===== src/rtl/arrow_lane_scheduler.sv =====
// arrow_lane_scheduler: launches arrows on four lanes, judges button presses
// against arrow height, and keeps score, lives and game-over state.
module arrow_lane_scheduler #(
   parameter logic [9:0] HIT_LO     = 10'd380,
   parameter logic [9:0] HIT_HI     = 10'd430,
   parameter logic [9:0] MISS_Y     = 10'd455,
   parameter logic [5:0] SPAWN_MIN  = 6'd20,
   parameter logic [1:0] LIVES_INIT = 2'd3,
   parameter logic [7:0] LFSR_SEED  = 8'hA5
) (
   input  logic        clk,
   input  logic        rst,
   input  logic        start,
   input  logic        animate,
   input  logic [3:0]  btn,
   input  logic [39:0] lane_y,
   output logic [3:0]  lane_hold,
   output logic [3:0]  lane_active,
   output logic [9:0]  score,
   output logic [1:0]  lives,
   output logic [3:0]  hit_pulse,
   output logic [3:0]  miss_pulse,
   output logic        game_over
);
   typedef enum logic [1:0] {IDLE, PLAY, OVER} state_t;
   state_t      state_q, state_d;
   logic [7:0]  lfsr_q;
   logic [3:0]  btn_q, active_q, active_d, hold_q, hold_d, hit_q, miss_q;
   logic [9:0]  score_q, score_d;
   logic [1:0]  lives_q, lives_d;
   logic        over_q;
   logic [5:0]  cnt_q, cnt_d;
   logic [3:0]  rise, hit, miss, spawn;
   logic [9:0]  y;
   logic [1:0]  idx;
   logic [2:0]  nhit, nmiss;
   logic [10:0] sum;
   logic        live, attempt;

   assign rise    = btn & ~btn_q;
   assign live    = state_q == PLAY && lives_q != 2'd0 && !start;
   assign attempt = live && animate && cnt_q >= SPAWN_MIN + {2'b0, lfsr_q[7:4]};
   assign nhit    = {2'b0, hit[0]} + {2'b0, hit[1]} + {2'b0, hit[2]} + {2'b0, hit[3]};
   assign nmiss   = {2'b0, miss[0]} + {2'b0, miss[1]} + {2'b0, miss[2]} + {2'b0, miss[3]};
   assign sum     = {1'b0, score_q} + {8'b0, nhit};

   always_comb begin
      hit   = '0;
      miss  = '0;
      spawn = '0;
      y     = '0;
      idx   = '0;
      for (int i = 0; i < 4; i++) begin
         y       = lane_y[10*i +: 10];
         hit[i]  = live && active_q[i] && rise[i] && y >= HIT_LO && y <= HIT_HI;
         miss[i] = live && active_q[i] && y >= MISS_Y;
      end
      // Scan uses the pre-judgement mask, so a lane freed this cycle waits a cycle.
      for (int k = 0; k < 4; k++) begin
         idx = lfsr_q[1:0] + 2'(k);
         if (attempt && spawn == 4'h0 && !active_q[idx]) spawn[idx] = 1'b1;
      end
   end

   always_comb begin
      state_d  = start ? PLAY : (state_q == PLAY && lives_q == 2'd0) ? OVER : state_q;
      active_d = live ? (active_q & ~hit & ~miss) | spawn : 4'h0;
      hold_d   = (state_d == PLAY && !start) ? ~active_q : 4'hF;
      score_d  = start ? 10'd0 : live ? (sum > 11'd999 ? 10'd999 : sum[9:0]) : score_q;
      lives_d  = start ? LIVES_INIT :
                 live ? ({1'b0, lives_q} > nmiss ? lives_q - nmiss[1:0] : 2'd0) : lives_q;
      cnt_d    = (start || attempt) ? 6'd0 : (live && animate) ? cnt_q + 6'd1 : cnt_q;
   end

   always_ff @(posedge clk) begin
      if (!rst) begin
         state_q  <= IDLE;
         lfsr_q   <= LFSR_SEED;
         btn_q    <= '0;
         active_q <= '0;
         hold_q   <= 4'hF;
         hit_q    <= '0;
         miss_q   <= '0;
         score_q  <= '0;
         lives_q  <= '0;
         over_q   <= 1'b0;
         cnt_q    <= '0;
      end else begin
         state_q  <= state_d;
         lfsr_q   <= {lfsr_q[6:0], lfsr_q[7] ^ lfsr_q[5] ^ lfsr_q[4] ^ lfsr_q[3]};
         btn_q    <= btn;
         active_q <= active_d;
         hold_q   <= hold_d;
         hit_q    <= hit;
         miss_q   <= miss;
         score_q  <= score_d;
         lives_q  <= lives_d;
         over_q   <= state_d == OVER;
         cnt_q    <= cnt_d;
      end
   end

   assign lane_hold   = hold_q;
   assign lane_active = active_q;
   assign score       = score_q;
   assign lives       = lives_q;
   assign hit_pulse   = hit_q;
   assign miss_pulse  = miss_q;
   assign game_over   = over_q;
endmodule


===== config.mk =====
export PLATFORM = sky130hd
export DESIGN_NAME = arrow_lane_scheduler
export DESIGN_NICKNAME = d
export VERILOG_FILES = /design/src/rtl/arrow_lane_scheduler.sv
export SDC_FILE = /design/constraint.sdc
export NUM_CORES = 1
export LEC_CHECK = 0
export CORE_AREA = 2 2 106 108
export DETAILED_ROUTE_END_ITERATION = 7
export DIE_AREA = 0 0 108 110
export HOLD_SLACK_MARGIN = 0.05
export PLACE_DENSITY = 0.53
export REMOVE_ABC_BUFFERS = 1
export SLEW_MARGIN = 20
export SYNTH_ARGS = -nofsm -noshare
export SYNTH_HDL_FRONTEND = slang
export SYNTH_SLANG_ARGS = --single-unit

===== constraint.sdc =====
create_clock -name clk -period 5.7 [get_ports clk]
set_clock_uncertainty 0.05 [all_clocks]
set_input_delay 1.14 -clock clk [delete_from_list [all_inputs] [get_ports clk]]
set_output_delay 1.14 -clock clk [all_outputs]
set_load 0.01 [all_outputs]

# == Word level (Yosys, flattened, before mapping) ==
# Cells that the tools add are included.
# totals
wordCells,144
out_inout_bits,29
reg_bits,49
# classes
mux,26
n_bitwise,15
n_addsub,13
order_cmp,23
n_eq_ne,3
reduce_logical,53
# ops
op,count
"10-bit by 9-bit >= comparator with 1-bit output, second input constant",8
"10-bit by 9-bit less-or-equal comparator with 1-bit output, second input constant",4
1-bit logical AND,37
4-bit 2-to-1 mux,4
4-bit inverter,4
4-bit bitwise OR,4
4-bit bitwise AND,3
4-bit zero test,3
"2-bit by 3-bit less-than comparator with 1-bit output, second input constant",4
10-bit by 3-bit adder with 11-bit output,1
"11-bit by 10-bit > comparator with 1-bit output, second input constant",1
10-bit 2-to-1 mux,1
2-bit 2-to-1 mux,5
1-bit binary-select mux with 2-bit select,4
1-bit demux with 2-bit select,4
"2-bit by 1-bit >= comparator with 1-bit output, second input constant",4
1-bit 2-to-1 mux,8
2-bit by 1-bit adder with 3-bit output,2
3-bit by 1-bit adder with 3-bit output,2
"5-bit by 4-bit adder with 6-bit output, first input constant",1
"6-bit by 1-bit adder with 6-bit output, second input constant",1
6-bit >= comparator,1
1-bit zero test,5
1-bit by 1-bit adder with 2-bit output,2
13 further kinds,20

# == Logic depth before layout (Yosys ltp) ==
# depth
ltp_word,20
depth_mapped,16
depth_no_buf,16

# == Worst setup path after synthesis ==
# Ideal clock, no wire load.
# synth_path
path_kind,input -> register
startpoint,in start
endpoint,reg score_q[3] (netlist: score[3])
slack_ns,1.257
path_stages,14
n_path_buf,1
t_arrival_ns,4.277
cell_sequence,nor3_2 clkbuf_1 nand2_1 nor2_1 fa_1 inv_1 fa_1 inv_1 fa_1 and2_1 or3_1 a31oi_1 a22oi_1 a31o_1
# synth_between
elab_cells_between_ends,25
cone_classes,add/sub: 4; order compare: 1; mux: 1; reduce/logical: 19
# synth_lines
element,line,rtl
from (decl),13,"input logic start,"
1-bit zero test *,41,assign live = state_q == PLAY && lives_q != 2'd0 && !start;
1-bit logical AND *,41,
1-bit logical AND * (4 in a row),55,hit[i] = live && active_q[i] && rise[i] && y >= HIT_LO && y <= HIT_HI;
named net hit[2],33,"logic [3:0] rise, hit, miss, spawn;"
2-bit by 1-bit adder with 3-bit output *,43,"assign nhit = {2'b0, hit[0]} + {2'b0, hit[1]} + {2'b0, hit[2]} + {2'b0, hit[3]};"
3-bit by 1-bit adder with 3-bit output *,43,
10-bit by 3-bit adder with 11-bit output *,45,"assign sum = {1'b0, score_q} + {8'b0, nhit};"
11-bit by 10-bit > comparator with 1-bit output,69,score_d = start ? 10'd0 : live ? (sum > 11'd999 ? 10'd999 : sum[9:0]) : score_q;
10-bit 2-to-1 mux *,69,
to (signal assigned),96,score_q <= score_d;
to (decl),29,"logic [9:0] score_q, score_d;"
# The timed path passes the listed nets; every way through them passes the cells marked *.
# A chain may end at the register's enable or synchronous reset.

# == Worst setup path after layout ==
# layout_path
startpoint,in lane_y[26]
endpoint,reg score_q[3] (netlist: score[3])
# layout_between
elab_chain_cells,8
elab_cells_between_ends,9
cone_classes,add/sub: 3; order compare: 3; mux: 1; reduce/logical: 2
# layout_rtl
element,line,rtl
from (decl),16,"input logic [39:0] lane_y,"
10-bit by 9-bit >= comparator with 1-bit output,55,
1-bit logical AND,55,
1-bit logical AND *,55,
named net hit[2],33,
2-bit by 1-bit adder with 3-bit output *,43,
3-bit by 1-bit adder with 3-bit output *,43,
10-bit by 3-bit adder with 11-bit output *,45,
11-bit by 10-bit > comparator with 1-bit output,69,
10-bit 2-to-1 mux *,69,
# Marked as above.

==> impl_metrics.yaml <==
power_and_ir_drop:
  ir_drop_uv: 87.8
  powerDensity_mw_per_mm2: 181
  total_power_mw: 0.698
  p_leak_nw: 1.42
worst_setup_path:
  r2r_start: "lives[1]"
  crit_required_ns: 5.86
  r2r-end: "score[3]"
  crit_type: "primary input to flop"
  cp-start-kind: "primary input"
  cp_max_fo: 5
  critPathLaunch: "lane_y[26]"
  end_kind: "flop"
  cp.arrival_ns: 5.03
  r2r_slack_ns: 1.69
  worst_r2r_path_depth: 15
synthesis:
  synth-seq-cells: 49
  synthCells: 334
  synthFlopType: "dfxtp_1"
  yosysSeqAreaShare_pct: 34.3
  netlist_top_cells_area: "dfxtp_1, ha_1, nor2_1, nand2_1, a21oi_1"
  netlist_area_mm2: 0.00286
  synthDistinctLibCells: 60
  synth-edff-count: 0
  synth_area_per_cell_um2: 8.55
  synth_top_area_share_pct: 34.3
  async_reset_ff_share_pct: 0
  ys_warn_count: 0
  yosysTopAreaCell: "dfxtp_1"
layout:
  layout.cells.most_common: "clkdlybuf4s50_1"
  n_fill_cell: 1111
  final_cell_mix: "clkdlybuf4s50_1, dfxtp_1, nor2_1"
  seqCellArea_um2: 981
  drive_gt1_share_pct: 4.12
  fin_area_mm2: 0.00385
  area_delta_synth_final_pct: 34.9
  antenna_cells: 0
  multi_input_comb_area_mm2: 0.00177
  num-nets-final: 480
routing:
  dr.pass1.iters: 5
  final_antenna_net_count: 0
  via_per_inst: 4.99
  drc: 0
  drt_iter0_drc: 218
  vias: 2761
  drt_wl_total_um: 7550
  wl_per_cell_um: 13.7
job:
  cap_violations: 0
timing:
  max_slew_margin_pct: 45.6
  fin_setup_tns_ns: 0
  setup_viol: 0
  period_needed_ns: 4.88
  clock.fmax_mhz: 205
  final_max_slew_viol_count: 0
  worst_slack_ns: 0.824
  fin_crit_sh_pct: 85.5
  rsz0062_at_grt: "false"
  worstMarginPinSlew_ns: 0.810
  hold_violations: 0
floorplanning:
  row_count: 38
  start_util_pct: 26.7
  core_area_mm2: 0.0107
  die_w_um: 108
  die_h_um: 110
  ios: 77
  design.die.area_mm2: 0.0119
place:
  routabilityCongestion: 0.811
  dp_slack_ns: 0.533
  io_buffers: 76
  place_area_mm2: 0.00377
  dp_hpwl_um: 5790
clock_network:
  htreeDepth: 2
  cts_tree: "yes"
  cts_hold_buffers: 0
  cts.reportedPaths.clkPinSlew_ns: 0.09
  cts-resized-gates: 0
  cts_root_buffer: "clkbuf_8"
  cts_buffer_depth: 2
  clk_latency_ns: 0.30
  postCtsSetupRepairBufs: 0
  cts_sinks: 49
  cts_buffers: 5
global_route:
  grt_first_pass_wirelength_um: 12200
  grt_pass1_vias: 2645
  antenna_found_initial: 0
  grtUsageTotal_pct: 12.9
  grt-ovfl-total: 0
  grt_max_degree: 19
status:
  status: "complete, no violations"
worst_hold_path:
  holdCritPathClass: "flop to flop"
  min_from: "lfsr_q[2]"
  min_to: "lfsr_q[3]"
  whs_path_depth: 1
## cells by family after synthesis
| family | Yosys count | synth area share (%) |
|---|---|---|
| simple gates | 144 | 26.7 |
| compound gates | 85 | 20.7 |
| flops | 49 | 34.3 |
| buf+inv | 26 | 3.81 |
| fa+ha+maj | 20 | 9.81 |
| xor+xnor | 7 | 2.15 |
| mux | 3 | 2.50 |
## metrics by stage
step / utilization [%] / hold WS [ns] / std cells
final: 36.0 / 0.414 / 553
after global routing: 36.0 / 0.454 / 553
after CTS: 36.0 / 0.416 / 553
after detailed placement: 35.2 / 0.373 / 545
after global placement: 35.2 / 0.383 / 545
after floorplan: - / 0.362 / 327
## metal layers
layer | track usage, % | wire length, µm | vias to the layer above
li1 | - | - | 1393
met1 | 16.1 | 3520 | 1264
met2 | 22.1 | 3400 | 91
met3 | 2.59 | 483 | 13
met4 | 4.49 | 144 | 0
met5 | 0 | 0 | -
## Yosys cell counts (all sizes together), types with 2 or more instances
master and count:
ha 16, nor4 2, inv 18, o21ai 17, nor3b 8, clkbuf 5
nor2b 6, fa 4, a21o 2, and3 2, nand3b 3, a221oi 3
nor3 9, dfxtp 49, o2111ai 4, a211oi 2, nand3 12, a221o 4
a211o 2, nand2 33, nand4 5, or4 2, a31oi 9, nor2 34
and4 2, o31ai 3, or3 4, o41ai 3, xor2 4, nor4bb 2
and2 10, a41o 3, xnor2 3, mux4 3, nand2b 7, a21oi 19
a41oi 4, buf 2
## cell type report
class | instances | area share [%]
Clock buffer | 6 | 1.88
Clock inverter | 2 | 0.260
Inverter | 19 | 1.85
Multi-Input combinational cell | 259 | 45.9
Sequential cell | 49 | 25.5
Tap cell | 140 | 4.55
Timing Repair Buffer | 78 | 20.1
## power by group
group / leakage, nW / total (mW) / internal (mW) / switching (mW)
Combinational: 0.978 / 0.131 / 0.0702 / 0.0606
Sequential: 0.400 / 0.364 / 0.352 / 0.0120
Clock: 0.0450 / 0.203 / 0.0854 / 0.118
## sequential cells by signal, summed over array words and instances, names as in the netlist
| register | cells |
|---|---|
| lane_active | 4 |
| score | 10 |
| lfsr_q | 8 |
| state_q | 2 |
| miss_pulse | 4 |
| lane_hold | 4 |
| btn_q | 4 |
| hit_pulse | 4 |
| cnt_q | 6 |
| game_over | 1 |
| lives | 2 |
## worst max-delay path, stage by stage
cell	delay, ns
clkdlybuf4s50_1	0.50
and3_1	0.16
a31oi_1	0.09
nor4_1	0.16
o21ai_0	0.19
nor2_1	0.26
fa_1	0.45
inv_1	0.08
fa_1	0.19
inv_1	0.06
fa_1	0.40
and2_1	0.22
or3_1	0.37
a31oi_1	0.40
a22oi_1	0.15
a31o_1	0.19
## worst max path at each step
| stage | endpoint | slack, ns |
|---|---|---|
| finish | score[3] | 0.82 |
| global route | score[3] | 0.59 |
| CTS | score[3] | 0.87 |
| detailed placement | score[3] | 0.53 |
| global placement | score[3] | 0.60 |
| floorplan | score[3] | 1.19 |
Note: power is estimated with default switching activity, not from simulation.
